[src/rtl/downsample_2d_box.sv]
// 2-D power-of-two decimator: top-left subsample or rounded box average.
// Valid/ready on both sides, one output register stage.
module downsample_2d_box #(
  parameter int pix_bits   = 8,
  parameter int dec_factor = 2,
  parameter int in_width   = 240,
  parameter int in_height  = 480
) (
  input  logic                clk,
  input  logic                reset,
  input  logic                mode,
  input  logic [pix_bits-1:0] in_data,
  input  logic                in_valid,
  output logic                in_ready,
  output logic [pix_bits-1:0] out_data,
  output logic                out_valid,
  input  logic                out_ready,
  output logic                out_last
);

  localparam int LG    = $clog2(dec_factor);
  localparam int HB    = pix_bits + LG;
  localparam int AB    = pix_bits + 2 * LG;
  localparam int OUT_W = in_width / dec_factor;
  localparam int OUT_H = in_height / dec_factor;
  localparam int XW    = (in_width > 1) ? $clog2(in_width) : 1;
  localparam int YW    = (in_height > 1) ? $clog2(in_height) : 1;
  localparam int IW    = (OUT_W > 1) ? $clog2(OUT_W) : 1;
  localparam int RND   = (dec_factor * dec_factor) / 2;

  logic [XW-1:0]       x;
  logic [XW-1:0]       x_lo;
  logic [YW-1:0]       y;
  logic [YW-1:0]       y_lo;
  logic [HB-1:0]       hsum;
  logic [HB-1:0]       h_next;
  logic [AB-1:0]       acc [OUT_W];
  logic [AB-1:0]       row;
  logic [AB-1:0]       base;
  logic [AB-1:0]       total;
  logic [IW-1:0]       idx;
  logic [pix_bits-1:0] avg;
  logic                mode_q;
  logic                cur_mode;
  logic                origin;
  logic                x_first;
  logic                x_end;
  logic                y_first;
  logic                y_end;
  logic                last_blk;
  logic                emit;
  logic                accept;

  assign in_ready = !out_valid || out_ready;
  assign accept   = in_valid && in_ready;

  assign x_lo    = x & XW'(dec_factor - 1);
  assign y_lo    = y & YW'(dec_factor - 1);
  assign x_first = (x_lo == '0);
  assign y_first = (y_lo == '0);
  assign x_end   = (x_lo == XW'(dec_factor - 1));
  assign y_end   = (y_lo == YW'(dec_factor - 1));
  assign origin  = (x == '0) && (y == '0);

  // the first pixel of a frame already uses the mode it latches
  assign cur_mode = origin ? mode : mode_q;

  assign last_blk = ((x >> LG) == XW'(OUT_W - 1)) &&
                    ((y >> LG) == YW'(OUT_H - 1));

  assign idx    = IW'(x >> LG);
  assign h_next = (x_first ? '0 : hsum) + HB'(in_data);
  assign row    = AB'(h_next);
  // first row of a block overwrites, so stale entries never leak
  assign base   = y_first ? '0 : acc[idx];
  assign total  = base + row + AB'(RND);
  assign avg    = pix_bits'(total >> (2 * LG));

  assign emit = cur_mode ? (x_end && y_end) : (x_first && y_first);

  always_ff @(posedge clk or negedge reset) begin
    if (!reset) begin
      x      <= '0;
      y      <= '0;
      hsum   <= '0;
      mode_q <= 1'b0;
    end else if (accept) begin
      hsum <= h_next;
      if (origin) mode_q <= mode;
      if (x == XW'(in_width - 1)) begin
        x <= '0;
        if (y == YW'(in_height - 1)) y <= '0;
        else y <= y + YW'(1);
      end else begin
        x <= x + XW'(1);
      end
    end
  end

  always_ff @(posedge clk) begin
    if (accept && x_end) acc[idx] <= base + row;
  end

  always_ff @(posedge clk or negedge reset) begin
    if (!reset) begin
      out_valid <= 1'b0;
      out_data  <= '0;
      out_last  <= 1'b0;
    end else if (accept && emit) begin
      out_valid <= 1'b1;
      out_data  <= cur_mode ? avg : in_data;
      out_last  <= last_blk;
    end else if (out_ready) begin
      out_valid <= 1'b0;
      out_last  <= 1'b0;
    end
  end

endmodule

[config.mk]
export PLATFORM = sky130hd
export DESIGN_NAME = downsample_2d_box
export DESIGN_NICKNAME = d
export VERILOG_FILES = /design/src/rtl/downsample_2d_box.sv
export SDC_FILE = /design/constraint.sdc
export NUM_CORES = 1
export LEC_CHECK = 0
export ABC_CLOCK_PERIOD_IN_PS = 13900
export CAP_MARGIN = 30
export CORE_ASPECT_RATIO = 2
export CORE_UTILIZATION = 35
export DETAILED_ROUTE_END_ITERATION = 8
export SLEW_MARGIN = 20
export SYNTH_ARGS = -nofsm -noshare
export SYNTH_HDL_FRONTEND = slang
export SYNTH_SLANG_ARGS = --single-unit
[constraint.sdc]
create_clock -name clk -period 13.9 [get_ports clk]
set_input_delay 2.78 -clock clk [delete_from_list [all_inputs] [get_ports clk]]
set_output_delay 2.78 -clock clk [all_outputs]
set_load 0.1 [all_outputs]
==> results of run 1 <==
## layout by cell type (no fill, tap or decap), drive strengths merged, types with 43 or more instances in the layout
master / n
nand2: 116
a21oi: 110
buf: 178
a22o: 47
clkinv: 43
mux2: 92
clkbuf: 115
mux2i: 105
nor2: 234
a221oi: 147
mux4: 58
a22oi: 118
o21ai: 64
edfxtp: 1200
## state kept, by name (all words and copies together) (netlist names)
name,cells
y,9
x,8
mode_q,1
out_last,1
out_valid,1
hsum,9
acc,1200
out_data,8
## worst max-delay path, cell delays in order (launching register included)
cell	delay [ns]
dfrtp_4	0.67
buf_4	0.49
clkinv_2	0.51
buf_4	0.44
nor3_4	0.25
buf_4	0.59
a221oi_1	0.22
a31oi_1	0.75
or4_1	0.24
nor4_1	0.08
a31oi_1	0.20
ha_1	0.32
a21o_1	0.19
a22o_1	0.24
o41ai_2	0.40
o21ai_0	0.30
or4_1	0.57
mux2_2	0.31
and2_4	0.26
buf_4	0.44
## metal layers
layer / global-route usage, % / vias up / wire length [um]
li1: - / 11800 / -
met1: 23.0 / 14800 / 50700
met2: 38.6 / 1470 / 78900
met3: 3.23 / 420 / 10700
met4: 16.9 / 4 / 13600
met5: 0 / - / 25
## cells in the mapped netlist, types with 6 or more instances
cell	n	area (sq um)
a211oi_1	8	60.1
a21o_1	6	45.0
a21oi_1	110	551
a221o_1	17	170
a221oi_1	147	1290
a22o_1	47	412
a22oi_1	118	886
a311oi_1	6	52.6
a31oi_1	38	238
and2_1	12	75.1
and3_1	11	68.8
buf_1	18	67.6
buf_2	61	305
buf_4	18	135
buf_6	7	78.8
clkbuf_1	86	323
dfrtp_1	37	926
edfxtp_1	1200	36000
ha_1	22	275
inv_1	20	75.1
mux2_1	9	101
mux2_2	83	935
mux2i_1	104	1040
mux4_2	58	1310
nand2_1	116	435
nand2b_1	6	37.5
nand3_1	21	105
nand4_1	7	43.8
nor2_1	234	878
nor2b_1	9	56.3
nor3_1	16	80.1
nor4_1	7	43.8
o211ai_1	12	90.1
o21ai_0	60	300
o221ai_1	6	52.6
o22ai_1	35	219
o31ai_1	6	45.0
xnor2_1	19	166
## through the flow
stage,area [sq um],utilization [%],hold WS (ns),setup WS (ns)
final,55100,39.9,0.471,5.78
after global routing,55100,39.9,0.513,5.41
after CTS,55000,39.8,0.477,5.91
after detailed placement,51900,37.6,0.460,5.84
after global placement,51400,37.2,0.453,5.90
after floorplan,48600,-,0.438,4.40
## cells by family after synthesis
kind of cell               after synthesis
DFF                                   1237
xor gates and xnor gates                22
and+or+nand+nor                        465
adders and majority gates               24
muxes                                  255
buffers and inverters                  212
AOI/OAI and AO/OA                      653
## worst min-delay path by stage
stage	startpoint	to	slack [ns]	cells past startpoint
CTS	hsum[0]	hsum[0]	0.48	2
floorplan	hsum[0]	hsum[0]	0.44	2
global placement	hsum[3]	hsum[3]	0.45	2
global route	hsum[0]	hsum[0]	0.51	2
detailed placement	hsum[0]	hsum[0]	0.46	2
finish	hsum[0]	hsum[0]	0.47	2
## layout make-up
class,instances,area (sq um)
multi-input combinational,1419,10900
sequential,1237,37000
fill,12500,83100
inverter,22,83.8
timing repair buffer,201,1680
antenna,1,2.50
clock buffer,114,2510
clock inverter,61,564
tap,1852,2320
==> impl_metrics.py, run 1 <==
metrics = {
    "routing": {
        "first_iter_violations": 3205,
        "routed_wl_mm": 154,
        "drc": 0,
        "via_per_inst": 5.82,
        "dr.pass1.iters": 6,
        "vias": 28500,
        "wl_per_cell_um": 31.4,
        "ant_nets": 0,
    },
    "synth": {
        "synthArstFlopShare_pct": 2.99,
        "synthDistinctLibCells": 77,
        "seq_area_frac_synth_pct": 76.0,
        "syn_avg_cell_area_sq_um": 17.0,
        "synth_edf_count": 1200,
        "synth_compound_area_share_pct": 9.76,
        "synth_cells": 2868,
        "synth_top_family_by_area": "compound AO/OA/AOI/OAI gates",
        "synthesis.nets": 2905,
        "synth-xor-area-share_pct": 0.396,
        "synthesis.area_sq_um": 48600,
        "muxShareOfSynthArea_pct": 6.98,
        "yosys.area_share.simple_pct": 4.18,
        "ys_ff_latch": 1237,
        "synth_ff_type": "edfxtp_1",
        "synth_fa_ha_area_share_pct": 0.648,
        "ys_warn_count": 0,
    },
    "clock_network": {
        "cts_setup_buffers": 0,
        "cts_tree": "built",
        "clk_pin_slew_ns": 0.08,
        "cts_hold_buf": 0,
        "cts-resized-gates": 0,
        "htreeDepth": 3,
        "insertion_delay_ns": 0.70,
        "cts_buffers": 96,
        "clkSinkCount": 1237,
        "cts_max_path_buffers": 3,
        "clock-root-buffer": "clkbuf_16",
    },
    "status": {
        "status": "finished, final reports clean",
    },
    "timing": {
        "final_max_slew_viol_count": 0,
        "slew_headroom_pct": 21.2,
        "tightest_slew_ns": 1.18,
        "finalHoldViolCount": 0,
        "fmax_mhz": 123,
        "finalSetupViolations": 0,
        "fin_crit_sh_pct": 58.4,
        "period_minus_slack_ns": 8.12,
        "rsz0062_at_grt": "false",
        "fin_setup_tns_ns": 0,
        "fin_skew_ns": 0.0243,
    },
    "grt": {
        "track_usage_pct": 21.7,
        "grt_pass1_vias": 28600,
        "grt_pass1_wl_mm": 216,
        "overflow": 0,
        "grt_max_degree": 86,
        "antenna_found_initial": 3,
    },
    "die": {
        "rows": 193,
        "die_y_um": 529,
        "coreArea_sq_um": 138000,
        "die-area_sq_um": 141000,
        "start_util_pct": 35.2,
        "boundaryPins": 24,
        "die_w_um": 266,
    },
    "hold_path": {
        "hold_class": "flop to flop",
    },
    "worst_setup_path": {
        "reg2reg_depth": 19,
        "critPathKind": "flop to flop",
        "critPathMaxFanout": 80,
        "required_ns": 14.20,
        "cp_data_arrival_time_ns": 8.42,
        "rrSetupSlack_ns": 5.78,
        "critical_path.endpoint_type": "flop",
        "r2r-end": "acc[51][9]",
        "crit_path_start_kind": "flop",
        "setup.worst_path.start": "x[1]",
        "worstSetupEndpoint": "acc[51][9]",
        "r2r_start": "x[1]",
    },
    "cells_and_area": {
        "synthToLayoutAreaGrowth_pct": 13.2,
        "instances_no_fill": 4907,
        "drive_gt1_share_pct": 17.1,
        "fin_nets": 3014,
    },
    "place": {
        "hpwlAfterDp_mm": 97.9,
        "gp_congestion": 0.963,
        "dp_cells": 4726,
        "io_buffers": 23,
    },
    "run": {
        "maxCapViolCount": 0,
    },
}
Power of run 1 is left out: the tool's default activity adds up to more than one toggle a clock period on the data nets, which glitch-free logic cannot reach.
==> run 2, diff against run 1 <==
--- a/config.mk
+++ b/config.mk
@@ -5,7 +5,7 @@
 export SDC_FILE = /design/constraint.sdc
 export NUM_CORES = 1
 export LEC_CHECK = 0
-export ABC_CLOCK_PERIOD_IN_PS = 13900
+export ABC_CLOCK_PERIOD_IN_PS = 7060
 export CAP_MARGIN = 30
 export CORE_ASPECT_RATIO = 2
 export CORE_UTILIZATION = 35
==> constraint.sdc (replaced) <==
create_clock -name clk -period 7.06 [get_ports clk]
set_input_delay 1.412 -clock clk [delete_from_list [all_inputs] [get_ports clk]]
set_output_delay 1.412 -clock clk [all_outputs]
set_load 0.1 [all_outputs]
==> impl_metrics.py, run 2 (synthesis gave the netlist of run 1 again) <==
metrics = {
    "routing": {
        "dr.pass1.iters": 7,
        "routed_wl_mm": 156,
        "drc": 0,
        "vias": 28900,
        "wl_per_cell_um": 31.1,
        "via_per_inst": 5.75,
        "ant_nets": 0,
        "first_iter_violations": 3180,
    },
    "worst_setup_path": {
        "critPathMaxFanout": 50,
        "critical_path.endpoint_type": "flop",
        "critPathKind": "flop to flop",
        "cp_data_arrival_time_ns": 7.09,
        "crit_path_start_kind": "flop",
        "required_ns": 7.49,
    },
    "cells_and_area": {
        "synthToLayoutAreaGrowth_pct": 15.3,
        "regMostFlops": "acc",
        "layout_commonest_cell": "edfxtp_1",
        "reg_top3": "acc: 1200 flops, hsum: 9 flops, y: 9 flops",
        "drive_gt1_share_pct": 19.2,
        "final_cell_mix": "edfxtp_1 (1200), buf_4 (264), nor2_1 (226)",
        "fin_nets": 3125,
        "final.fill_count": 12500,
        "largest_reg_flops": 1200,
    },
    "hold_path": {
        "hold_class": "flop to flop",
    },
    "clock_network": {
        "cts_tree": "built",
        "clock-root-buffer": "clkbuf_16",
        "htreeDepth": 3,
        "cts_max_path_buffers": 3,
        "clkSinkCount": 1237,
        "cts_setup_buffers": 0,
        "insertion_delay_ns": 0.71,
        "clk_pin_slew_ns": 0.08,
        "cts-resized-gates": 0,
        "cts_buffers": 95,
        "cts_hold_buf": 0,
    },
    "place": {
        "gp_congestion": 1.00,
        "io_buffers": 23,
        "hpwlAfterDp_mm": 103,
    },
    "grt": {
        "overflow": 0,
        "grt_max_degree": 121,
        "antenna_found_initial": 1,
        "grt_pass1_wl_mm": 219,
        "track_usage_pct": 22.1,
        "grt_pass1_vias": 28800,
    },
    "timing": {
        "period_minus_slack_ns": 6.67,
        "tightest_slew_ns": 1.08,
        "fin_crit_sh_pct": 94.4,
        "finalSetupViolations": 0,
        "finalHoldViolCount": 0,
        "fin_setup_tns_ns": 0,
        "fmax_mhz": 150,
        "fin_skew_ns": 0.0424,
        "slew_headroom_pct": 28.0,
        "final_max_slew_viol_count": 0,
        "rsz0062_at_grt": "false",
    },
    "die": {
        "die-area_sq_um": 141000,
        "coreArea_sq_um": 138000,
        "boundaryPins": 24,
        "start_util_pct": 35.2,
        "die_w_um": 266,
        "rows": 193,
        "die_y_um": 529,
    },
    "status": {
        "status": "finished, final reports clean",
    },
    "run": {
        "maxCapViolCount": 0,
    },
}
==> run 2: final cells by class <==
cell class / count / area (sq um) / area share (%)
well taps: 1852 / 2320 / 4.13
diodes: 1 / 2.50 / 0.00446
clock buffers: 114 / 2490 / 4.44
inverters: 22 / 83.8 / 0.149
multi-input cells: 1419 / 10900 / 19.5
clock inverters: 60 / 547 / 0.975
repair buffers: 313 / 2730 / 4.87
flip-flops and latches: 1237 / 37000 / 65.9
==> run 2: layer usage <==
metal / routed length (um) / vias to the layer above / track usage, %
met5: 0 / - / 0
met1: 51700 / 15000 / 23.6
li1: - / 12000 / -
met2: 79600 / 1443 / 38.8
met4: 14300 / 0 / 17.4
met3: 10700 / 445 / 3.27
==> run 2: worst paths after layout <==
kind / start / slack, ns / cells after the start / end
setup / recovery: x[3] / 0.39 / 17 / acc[78][9]
hold / removal: hsum[3] / 0.48 / 2 / hsum[3]
setup reg to reg: x[3] / 0.39 / 17 / acc[78][9]
hold reg to reg: hsum[3] / 0.48 / 2 / hsum[3]
max in group asynchronous: reset / 6.03 / 2 / x[2]
min in group asynchronous: reset / 0.57 / 1 / hsum[8]
==> run 2: metrics by stage <==
| step | util (%) | cell area, sq um | setup slack, ns | instances | hold WS [ns] |
|---|---|---|---|---|---|
| 5_1_grt | 40.6 | 56100 | 0.226 | 5018 | 0.503 |
| 3_3_place_gp | 38.3 | 52900 | 0.557 | 4836 | 0.454 |
| 6_report | 40.6 | 56100 | 0.394 | 5018 | 0.479 |
| 2_1_floorplan | - | 48700 | 0.388 | 2868 | 0.438 |
| 4_1_cts | 40.6 | 56000 | 0.520 | 5015 | 0.479 |
| 3_5_place_dp | 38.4 | 53000 | 0.606 | 4841 | 0.461 |
==> run 2: worst max-delay path: stages (launching register included) <==
cell      delay (ns)
dfrtp_4         0.86
buf_12          0.35
mux2_1          0.37
a221o_1         0.36
a222oi_1        0.42
o22ai_1         0.33
a311oi_1        0.33
o211ai_1        0.20
o31a_1          0.34
ha_1            0.37
and3_1          0.21
a22o_1          0.21
o41ai_2         0.24
o21ai_0         0.20
or4_1           0.54
mux2_2          0.30
and2_4          0.33
buf_12          0.27
Power of run 2 is left out for the same reason.
